==> src/rtl/sspis_top.sv <==
// SPI mode-0 slave (MSB first) that turns serial frames into register bus transactions.
// sck/ssn/si are oversampled on clk; there is no sck clock domain.
module sspis_top #(
    parameter int DUMMY_CYCLES = 8
) (
    input  logic        clk,
    input  logic        reset_n,
    input  logic        sck,
    input  logic        ssn,
    input  logic        si,
    output logic        so,
    output logic        so_en,
    output logic        reg_cs,
    output logic        reg_wr,
    output logic [31:0] reg_addr,
    output logic [31:0] reg_wdata,
    output logic [3:0]  reg_be,
    input  logic [31:0] reg_rdata,
    input  logic        reg_ack
);

    // state    | meaning
    // IDLE     | wait for ssn falling edge
    // CMD      | shift in 8-bit command (opcode, byte enables)
    // ADDR     | shift in 32-bit address; read request issued at the end
    // WDATA    | shift in 32-bit write data; write request issued at the end
    // BUSWR    | wait for the write acknowledge
    // DUMMY    | turnaround cycles while the bus read completes
    // RDATA    | shift read data out on sck falling edges
    // IGNORE   | frame done or unsupported opcode; wait for ssn high
    typedef enum logic [2:0] {
        S_IDLE, S_CMD, S_ADDR, S_WDATA, S_BUSWR, S_DUMMY, S_RDATA, S_IGNORE
    } state_t;

    localparam logic [3:0] OP_WR    = 4'h1;
    localparam logic [3:0] OP_RD    = 4'h2;
    localparam logic [5:0] DUMMY_TC = 6'(DUMMY_CYCLES);

    state_t      r_state;
    state_t      w_state_nxt;

    logic        r_sck_s1, r_sck_s2, r_sck_d;
    logic        r_ssn_s1, r_ssn_s2, r_ssn_d;
    logic        r_si_s1, r_si_s2;

    logic [5:0]  r_cnt;
    logic [31:0] r_shift;
    logic        r_is_rd;
    logic [3:0]  r_be_sh;
    logic [31:0] r_addr_sh;
    logic [31:0] r_wdata_sh;
    logic        r_wait;
    logic        r_wait_wr;
    logic [31:0] r_rbuf;
    logic        r_rbuf_vld;
    logic        r_stale;

    logic        w_sck_rise, w_sck_fall, w_ssn_fall, w_ssn_hi;
    logic [31:0] w_shift_nxt;
    logic [31:0] w_rd_word;
    logic        w_trig_rd, w_trig_wr, w_trig;
    logic        w_cmd_done, w_addr_done, w_load_tx;
    logic        w_shift_in, w_shift_out, w_cnt_inc;
    logic        w_rd_ack, w_capture, w_orphan, w_wr_done;

    always_ff @(posedge clk or negedge reset_n) begin
        if (!reset_n) begin
            r_sck_s1 <= 1'b0;
            r_sck_s2 <= 1'b0;
            r_sck_d  <= 1'b0;
            r_ssn_s1 <= 1'b1;
            r_ssn_s2 <= 1'b1;
            r_ssn_d  <= 1'b1;
            r_si_s1  <= 1'b0;
            r_si_s2  <= 1'b0;
        end else begin
            r_sck_s1 <= sck;
            r_sck_s2 <= r_sck_s1;
            r_sck_d  <= r_sck_s2;
            r_ssn_s1 <= ssn;
            r_ssn_s2 <= r_ssn_s1;
            r_ssn_d  <= r_ssn_s2;
            r_si_s1  <= si;
            r_si_s2  <= r_si_s1;
        end
    end

    assign w_sck_rise  = r_sck_s2 & ~r_sck_d;
    assign w_sck_fall  = ~r_sck_s2 & r_sck_d;
    assign w_ssn_fall  = ~r_ssn_s2 & r_ssn_d;
    assign w_ssn_hi    = r_ssn_s2;
    assign so_en       = ~r_ssn_s2;
    assign w_shift_nxt = {r_shift[30:0], r_si_s2};

    assign w_trig    = w_trig_rd | w_trig_wr;
    assign w_rd_ack  = reg_cs & reg_ack & ~reg_wr;
    // A read ack seen after an earlier read timed out belongs to that stale read, not this frame
    assign w_capture = (r_state == S_DUMMY) & w_rd_ack & ~r_stale;
    assign w_orphan  = (r_state == S_DUMMY) & (w_state_nxt != S_DUMMY) & ~r_rbuf_vld & ~w_capture;
    assign w_wr_done = reg_cs & reg_ack & reg_wr & ~r_wait;
    assign w_rd_word = w_capture ? reg_rdata : (r_rbuf_vld ? r_rbuf : 32'h0);

    always_ff @(posedge clk or negedge reset_n) begin
        if (!reset_n) begin
            r_state <= S_IDLE;
        end else begin
            r_state <= w_state_nxt;
        end
    end

    always_comb begin
        w_state_nxt = r_state;
        case (r_state)
            S_IDLE:   if (w_ssn_fall) w_state_nxt = S_CMD;
            S_CMD: begin
                if (w_ssn_hi) begin
                    w_state_nxt = S_IDLE;
                end else if (w_cmd_done) begin
                    if (w_shift_nxt[7:4] == OP_WR || w_shift_nxt[7:4] == OP_RD) begin
                        w_state_nxt = S_ADDR;
                    end else begin
                        w_state_nxt = S_IGNORE;
                    end
                end
            end
            S_ADDR: begin
                if (w_ssn_hi) w_state_nxt = S_IDLE;
                else if (w_addr_done) w_state_nxt = r_is_rd ? S_DUMMY : S_WDATA;
            end
            S_WDATA: begin
                if (w_ssn_hi) w_state_nxt = S_IDLE;
                else if (w_trig_wr) w_state_nxt = S_BUSWR;
            end
            S_BUSWR: begin
                // Leaving on ssn high keeps the request pending so the next frame can start
                if (w_wr_done) w_state_nxt = w_ssn_hi ? S_IDLE : S_IGNORE;
                else if (w_ssn_hi) w_state_nxt = S_IDLE;
            end
            S_DUMMY: begin
                if (w_ssn_hi) w_state_nxt = S_IDLE;
                else if (w_load_tx) w_state_nxt = S_RDATA;
            end
            S_RDATA: begin
                if (w_ssn_hi) w_state_nxt = S_IDLE;
                else if (w_sck_fall && r_cnt == 6'd31) w_state_nxt = S_IGNORE;
            end
            S_IGNORE: if (w_ssn_hi) w_state_nxt = S_IDLE;
            default:  w_state_nxt = S_IDLE;
        endcase
    end

    always_comb begin
        so          = 1'b0;
        w_trig_rd   = 1'b0;
        w_trig_wr   = 1'b0;
        w_cmd_done  = 1'b0;
        w_addr_done = 1'b0;
        w_load_tx   = 1'b0;
        w_shift_in  = 1'b0;
        w_shift_out = 1'b0;
        w_cnt_inc   = 1'b0;
        case (r_state)
            S_CMD: begin
                if (!w_ssn_hi && w_sck_rise) begin
                    w_shift_in = 1'b1;
                    w_cnt_inc  = 1'b1;
                    w_cmd_done = (r_cnt == 6'd7);
                end
            end
            S_ADDR: begin
                if (!w_ssn_hi && w_sck_rise) begin
                    w_shift_in  = 1'b1;
                    w_cnt_inc   = 1'b1;
                    w_addr_done = (r_cnt == 6'd31);
                    w_trig_rd   = (r_cnt == 6'd31) && r_is_rd;
                end
            end
            S_WDATA: begin
                if (!w_ssn_hi && w_sck_rise) begin
                    w_shift_in = 1'b1;
                    w_cnt_inc  = 1'b1;
                    w_trig_wr  = (r_cnt == 6'd31);
                end
            end
            S_DUMMY: begin
                if (!w_ssn_hi) begin
                    w_cnt_inc = w_sck_rise && (r_cnt != DUMMY_TC);
                    w_load_tx = w_sck_fall && (r_cnt == DUMMY_TC);
                end
            end
            S_RDATA: begin
                so = r_shift[31];
                if (!w_ssn_hi && w_sck_fall) begin
                    w_shift_out = 1'b1;
                    w_cnt_inc   = 1'b1;
                end
            end
            default: ;
        endcase
    end

    always_ff @(posedge clk or negedge reset_n) begin
        if (!reset_n) begin
            r_cnt      <= 6'd0;
            r_shift    <= 32'h0;
            r_is_rd    <= 1'b0;
            r_be_sh    <= 4'h0;
            r_addr_sh  <= 32'h0;
            r_wdata_sh <= 32'h0;
        end else begin
            if (w_state_nxt != r_state) begin
                r_cnt <= 6'd0;
            end else if (w_cnt_inc) begin
                r_cnt <= r_cnt + 6'd1;
            end

            if (w_load_tx) begin
                r_shift <= w_rd_word;
            end else if (w_shift_in) begin
                r_shift <= w_shift_nxt;
            end else if (w_shift_out) begin
                r_shift <= {r_shift[30:0], 1'b0};
            end

            if (w_cmd_done) begin
                r_is_rd <= (w_shift_nxt[7:4] == OP_RD);
                r_be_sh <= w_shift_nxt[3:0];
            end
            if (w_addr_done) r_addr_sh  <= w_shift_nxt;
            if (w_trig_wr)   r_wdata_sh <= w_shift_nxt;
        end
    end

    always_ff @(posedge clk or negedge reset_n) begin
        if (!reset_n) begin
            reg_cs    <= 1'b0;
            reg_wr    <= 1'b0;
            reg_addr  <= 32'h0;
            reg_wdata <= 32'h0;
            reg_be    <= 4'h0;
            r_wait    <= 1'b0;
            r_wait_wr <= 1'b0;
        end else begin
            if (reg_cs && reg_ack) reg_cs <= 1'b0;
            if (w_trig && !reg_cs) begin
                reg_cs   <= 1'b1;
                reg_wr   <= w_trig_wr;
                reg_be   <= r_be_sh;
                reg_addr <= w_trig_rd ? w_shift_nxt : r_addr_sh;
                if (w_trig_wr) reg_wdata <= w_shift_nxt;
            end else if (w_trig) begin
                r_wait    <= 1'b1;
                r_wait_wr <= w_trig_wr;
            end else if (r_wait && !reg_cs) begin
                reg_cs   <= 1'b1;
                reg_wr   <= r_wait_wr;
                reg_be   <= r_be_sh;
                reg_addr <= r_addr_sh;
                if (r_wait_wr) reg_wdata <= r_wdata_sh;
                r_wait   <= 1'b0;
            end
        end
    end

    always_ff @(posedge clk or negedge reset_n) begin
        if (!reset_n) begin
            r_rbuf     <= 32'h0;
            r_rbuf_vld <= 1'b0;
            r_stale    <= 1'b0;
        end else begin
            if (r_state == S_IDLE && w_ssn_fall) r_rbuf_vld <= 1'b0;
            if (w_capture) begin
                r_rbuf     <= reg_rdata;
                r_rbuf_vld <= 1'b1;
            end
            if (w_rd_ack) r_stale <= 1'b0;
            if (w_orphan) r_stale <= 1'b1;
        end
    end

endmodule

==> config.mk <==
export PLATFORM = sky130hd
export DESIGN_NAME = sspis_top
export DESIGN_NICKNAME = d
export VERILOG_FILES = /design/src/rtl/sspis_top.sv
export SDC_FILE = /design/constraint.sdc
export NUM_CORES = 1
export LEC_CHECK = 0
export ABC_AREA = 1
export CORE_MARGIN = 2
export CORE_UTILIZATION = 50
export DETAILED_ROUTE_END_ITERATION = 8
export PLACE_DENSITY = 0.76
export SETUP_SLACK_MARGIN = 0.1
export SLEW_MARGIN = 20
export SYNTH_ARGS = -nofsm -noshare
export SYNTH_HDL_FRONTEND = slang
export SYNTH_SLANG_ARGS = --single-unit
==> constraint.sdc <==
create_clock -name clk -period 1.9 [get_ports clk]
set_input_delay 0.19 -clock clk [delete_from_list [all_inputs] [get_ports clk]]
set_output_delay 0.19 -clock clk [all_outputs]
set_load 0.005 [all_outputs]
# After elaboration in Yosys (flattened, before gate mapping)
# Cells that the tools add are included.
[word_totals] output_inout_bits=72 word_cells=156 reg_bits=224
[op_classes] n_eq_ne=17 reduce_logical=26 mux=65 n_bitwise=22 n_addsub=1
[ops] cell="32-bit 2-to-1 mux" count=14
[ops] cell="3-bit 2-to-1 mux" count=16
[ops] cell="1-bit 2-to-1 mux" count=28
[ops] cell="3-bit case mux with 8 select lines" count=1
[ops] cell="1-bit bitwise AND" count=12
[ops] cell="3-bit equality test, second input constant" count=4
[ops] cell="4-bit 2-to-1 mux" count=3
[ops] cell="6-bit 2-to-1 mux" count=2
[ops] cell="2-bit nonzero test" count=6
[ops] cell="1-bit logical AND" count=10
[ops] cell="1-bit NOT" count=9
[ops] cell="6-bit by 1-bit adder with 6-bit output, second input constant" count=1
[ops] cell="3-bit by 2-bit equality test with 1-bit output, second input constant" count=2
[ops] cell="6-bit by 3-bit equality test with 1-bit output, second input constant" count=1
[ops] cell="6-bit by 4-bit equality test with 1-bit output, second input constant" count=1
[ops] cell="6-bit by 5-bit equality test with 1-bit output, second input constant" count=1
[ops] cell="6-bit by 4-bit != test with 1-bit output, second input constant" count=1
[ops] cell="2-bit AND reduction" count=3
[ops] cell="4-bit by 1-bit equality test with 1-bit output, second input constant" count=1
[ops] cell="4-bit by 2-bit equality test with 1-bit output, second input constant" count=1
[ops] cell="4-bit AND reduction" count=1
[ops] cell="3-bit by 1-bit equality test with 1-bit output, second input constant" count=1
[ops] cell="3-bit logical NOT" count=1
[ops] cell="3-bit != test" count=1
[ops] cell="9 further kinds" count=10

# Longest topological paths before layout
# Gate-level depths: netlist of the first run.
[logic_depth] word_depth=13 ltp_mapped=13 ltp_nobuf=13

# Worst setup path before layout of the first run
# OpenSTA, ideal clock, no wires.
[synth_path] path_type="flip-flop to flip-flop" start="register r_cnt[0]" end="register reg_wdata[14]" path_buffers=2 stages_incl_launch_ff=13 t_arrival_ps=1710 slack_ps=69 synth_period_minus_slack_ps=1831 cell_sequence="dfrtp_1 > ha_1 > nand3_1 > nor2_2 > nand4_1 > nor2_2 > inv_2 > nand2_1 > o21ai_1 > nand2_1 > buf_4 > buf_4 > o21ai_1"
[synth_via] elab_chain_cells=8
[synth_lines] item="start, declared" line_no="46" rtl="logic [5:0] r_cnt;"
[synth_lines] item="start signal, assigned" line_no="214" rtl="r_cnt <= r_cnt + 6'd1;"
[synth_lines] item="6-bit by 5-bit equality test with 1-bit output *" line_no="175, 182"
[synth_lines] item="1-bit logical AND" line_no="175" rtl="w_trig_rd = (r_cnt == 6'd31) && r_is_rd;"
[synth_lines] item="1-bit 2-to-1 mux" line_no="171" rtl="if (!w_ssn_hi && w_sck_rise) begin"
[synth_lines] item="1-bit 2-to-1 mux" line_no="162" rtl="case (r_state)"
[synth_lines] item="1-bit bitwise OR" line_no="95" rtl="assign w_trig = w_trig_rd | w_trig_wr;"
[synth_lines] item="1-bit logical AND" line_no="245" rtl="if (w_trig && !reg_cs) begin"
[synth_lines] item="2-bit != test (no source line) (tied with other cells)"
[synth_lines] item="4-bit AND reduction (no source line)"
[synth_lines] item="end signal, assigned" line_no="250" rtl="if (w_trig_wr) reg_wdata <= w_shift_nxt;"
[synth_lines] item="end signal, assigned" line_no="259" rtl="if (r_wait_wr) reg_wdata <= r_wdata_sh;"
[synth_lines] item="end, declared" line_no="16" rtl="output logic [31:0] reg_wdata,"
# Every way passes the cells marked *; elsewhere a longest branch is shown, timed or not.
# A chain may end at the register's enable or synchronous reset.

# Worst setup path after layout of the first run
[layout_path] start="register r_cnt[0]" end="register reg_addr[31]"
[layout_via] elab_chain_cells=8
[layout_lines] item="6-bit by 5-bit equality test with 1-bit output *" line_no="175, 182"
[layout_lines] item="1-bit logical AND" line_no="175"
[layout_lines] item="1-bit 2-to-1 mux" line_no="171"
[layout_lines] item="1-bit 2-to-1 mux" line_no="162"
[layout_lines] item="1-bit bitwise OR" line_no="95"
[layout_lines] item="1-bit logical AND" line_no="245"
[layout_lines] item="2-bit by 1-bit != test with 1-bit output (no source line) or 2-bit nonzero test (tied branches)"
[layout_lines] item="2-bit AND reduction (no source line)"
[layout_lines] item="end signal, assigned" line_no="249" rtl="reg_addr <= w_trig_rd ? w_shift_nxt : r_addr_sh;"
[layout_lines] item="end signal, assigned" line_no="258" rtl="reg_addr <= r_addr_sh;"
[layout_lines] item="end, declared" line_no="15" rtl="output logic [31:0] reg_addr,"
# Marked as above.

==> results of run 1 <==
-- through the flow --
stage | util | setup TNS, ps | instances | cell area, µm² | worst slack, ps
floorplan | - | 0 | 1073 | 9435 | 72.01
global placement | 0.5972 | 0 | 1406 | 11100 | 10.83
detailed placement | 0.5972 | -3376 | 1406 | 11100 | -73.05
CTS | 0.6545 | -1789 | 1463 | 12160 | -60.96
global route | 0.6958 | -21770 | 1491 | 12930 | -292.6
finish | 0.6958 | -10560 | 1491 | 12930 | -185.1
-- layer usage --
metal | global-route usage | part of all wire
met5 | 0 | 0
met4 | 0.06947 | 0.037
met3 | 0.03872 | 0.067
met2 | 0.3927 | 0.48
met1 | 0.3376 | 0.42
-- logic make-up (layout without fill, tap and decap cells) --
| family | count (synthesis) | count (layout) | share of synthesized area |
|---|---|---|---|
| AO/OA/AOI/OAI | 250 | 250 | 0.1470 |
| XOR/XNOR | 4 | 4 | 0.003721 |
| adder cells (fa/ha/maj) | 2 | 2 | 0.002658 |
| buffers and inverters | 127 | 310 | 0.05715 |
| flip-flops | 224 | 224 | 0.5958 |
| AND/OR/NAND/NOR | 466 | 467 | 0.1936 |
-- cells in the mapped netlist, drive strengths merged --
master | count | area, µm²
xor2 | 4 | 35.03
a31oi | 32 | 200.2
nand2 | 343 | 1287
nor3 | 8 | 55.05
o31ai | 1 | 7.510
dfstp | 3 | 78.83
ha | 2 | 25.02
or2 | 1 | 6.260
nand3b | 1 | 7.510
a21oi | 35 | 175.2
inv | 66 | 247.7
nand4 | 3 | 18.77
a22oi | 31 | 232.7
clkinv | 1 | 3.750
nor2 | 92 | 357.8
o21bai | 2 | 15.01
buf | 21 | 140.1
clkbuf | 39 | 146.4
nand3 | 18 | 90.09
o21ai | 148 | 744.5
dfrtp | 221 | 5530
o41ai | 1 | 8.760
-- timing repair --
item | CTS | global route
hold buffers | 1 | 0
resized for setup | 39 | 95
pin swaps | 5 | 20
endpoints found under the setup margin | 111 | 111
gates cloned | 3 | 17
hold endpoints to repair | 57 | 0
setup buffers | 9 | 11
-- final cells by class --
cell class,instances,area [µm²]
well taps,234,292.8
inverters,67,259.0
fillers,1394,5653
clock buffers,35,733.2
repair buffers,199,2256
multi-input cells,723,3676
clock inverters,9,100.1
flip-flops and latches,224,5610
-- layout by cell type, fill, tap and decap left out, drive strengths merged --
master / synthesis / routed
nand2: 343 / 344
dfrtp: 221 / 221
o21ai: 148 / 148
clkdlybuf4s50: 0 / 106
nor2: 92 / 92
buf: 21 / 80
inv: 66 / 65
clkbuf: 39 / 45
a21oi: 35 / 35
a31oi: 32 / 32
a22oi: 31 / 31
nand3: 18 / 18
nor3: 8 / 8
clkinv: 1 / 7
xor2: 4 / 4
nand4: 3 / 3
dfstp: 3 / 3
o21bai: 2 / 2
ha: 2 / 2
bufinv: 0 / 2
clkinvlp: 0 / 2
dlygate4sd2: 0 / 2
nand3b: 1 / 1
o31ai: 1 / 1
or2: 1 / 1
o41ai: 1 / 1
dlygate4sd3: 0 / 1
-- state kept, by name (all words and copies together), names as in the netlist, 3 cells and up --
register and flops:
reg_wdata 32, r_wdata_sh 32, r_rbuf 32, r_shift 32
reg_be 4, r_be_sh 4, r_cnt 6, reg_addr 32
r_state 3, r_addr_sh 32
-- report_power, final --
part | switching [mW] | internal [mW] | leakage, nW
registers | 0.0368 | 4.81 | 2.95
logic | 0.197 | 0.137 | 2.70
clock network | 1.92 | 2.95 | 0.410
total | 2.16 | 7.89 | 6.05
-- worst min path at each step --
| stage | start | end | slack (ps) | cells past startpoint |
|---|---|---|---|---|
| final | ssn | r_ssn_s1$_DFF_PN1_ | 90 | 1 |
| after CTS | ssn | r_ssn_s1$_DFF_PN1_ | 80 | 1 |
| after floorplan | reset_n | r_addr_sh[0]$_DFFE_PN0P_ | -110 | 0 |
| after detailed placement | reset_n | reg_wdata[18]$_DFFE_PN0P_ | 190 | 1 |
| after global placement | reset_n | reg_addr[21]$_DFFE_PN0P_ | 180 | 1 |
| after global routing | ssn | r_ssn_s1$_DFF_PN1_ | 110 | 1 |
==> results.md, run 1 <==
- Clock tree from TritonCTS: done
- Wire length of the first global-routing pass: 38670 µm
- Vias per inst: 5.527
- Ys Warns: 0
- Synthesized area: 9414 µm²
- Final wirelength: 27130 µm
- Clock H-tree levels: 1
- Total global-route track usage: 0.2410
- Slowest stage delay, CP: 350 ps
- Post-DP HPWL: 14940 µm
- Avg Inst Size Synth: 8.774 µm²
- Worst path required time: 2280 ps
- Core area: 18580 µm²
- Stages on the worst setup path: 11
- Failing checks: negative setup slack
- Total global routing overflow: 0
- Detailed Routing Iterations Pass 1: 5
- Iteration-0 DRC Markers: 743
- Actual transition at the worst max-transition pin: 536.4 ps
- Buffer depth of the longest clock path: 3
- Clock Skews: 15.73 ps
- Post-route worst hold slack: 90.25 ps
- Number of hold violations in the final report: 0
- Antenna-violating nets left: 0
- Number of global-route vias before repair: 7638
- Startpoint of the lowest-slack register-to-register path: r_cnt[0]$_DFFE_PN0P_
- Power density normalized to cell area: 777.2 nW/µm²
- Minimum clock period after layout: 2085 ps
- Number of antenna violations at the first check in global routing: 0
- Net count after synthesis: 1113
- Leakage Power: 6.051 nW
- Die height: 141.2 µm
- Element type at the critical path end: flop
- Final worst slack: -185.1 ps
- Final Slew Violations: 0
- Critical Path, Cell by Cell: ha_2 > nand3_2 > nor2_4 > nand4_1 > nand2_2 > inv_4 > o21ai_4 > buf_4 > buf_6 > clkbuf_16 > a31oi_1
- Synthesized netlist cell count: 1073
- Initial standard-cell utilization of the core: 0.5067
- Result of the run: finished with violations
- Drt drc: 0
- Terminus of the critical flop-to-flop path: reg_addr[31]$_DFFE_PN0P_
- Fin crit share: 1.097
- Skew-Pair Late Insertion Delay: 520 ps
- Setup crit start kind: flop
- Overall die area: 19940 µm²
- Sinks on Clock Net: 224
- Overall via count from detail_route: 8241
- Share of cells above drive strength 1: 0.1877
- Final nets: 1279
- Signal arrival time at the worst endpoint: 2460 ps
- Count of buffers inserted at the top-level ports: 109
- Area growth, synth to finish: 37.32%
- Crit path max fanout: 7
- Max IR drop VDD: 0.7273 mV
- Achievable frequency: 0.4796 GHz
- Antenna diode instance count: 0
- Total power after layout: 10.05 mW
- Clock-pin transition on the worst setup and hold timing paths: 60 ps
- CTS Buf Count: 24
- Die width: 141.2 µm
- Pin count of the biggest net entering global routing: 65
- Library cells used by synthesis: 30
- Count of pins on the block boundary: 110
- Critical path origin: r_cnt[0]$_DFFE_PN0P_
- Synthesis-stage register bit count: 224
- Slowest library cell on the worst path: sky130_fd_sc_hd__dfrtp_1
- Count of endpoints failing setup in the final report: 75
- Portion of the post-synthesis area used by sequential elements: 0.5958
- Root Buffer Master: sky130_fd_sc_hd__clkbuf_16
- Class of the most critical setup path: reg -> reg
- RePlAce Congestion: 0.8787
- Average wire per cell in the routed design: 18.20 µm
- Worst relative slew slack: 0.6424
- Cell family contributing the most delay on the critical path: simple AND/OR/NAND/NOR gates
- Site row count: 50
- Min-delay worst type: in -> reg
- End point of the critical path: reg_addr[31]$_DFFE_PN0P_
- Number of max-cap violations: 0
- Slack of the worst reg-to-reg path: -190 ps
- R2r worst-path depth: 11
- Critical path buffers and inverters: 4
- Unrepaired setup endpoints after global routing: true
Note: power is estimated with default switching activity, not from simulation.
==> inputs of run 2 (changes only) <==
--- a/config.mk
+++ b/config.mk
@@ -6,6 +6,7 @@
 export NUM_CORES = 1
 export LEC_CHECK = 0
 export ABC_AREA = 1
+export ABC_CLOCK_PERIOD_IN_PS = 1900
 export CORE_MARGIN = 2
 export CORE_UTILIZATION = 50
 export DETAILED_ROUTE_END_ITERATION = 8
==> results of run 2 <==
No change in the layout: final DEF, timing and power equal those of run 1.
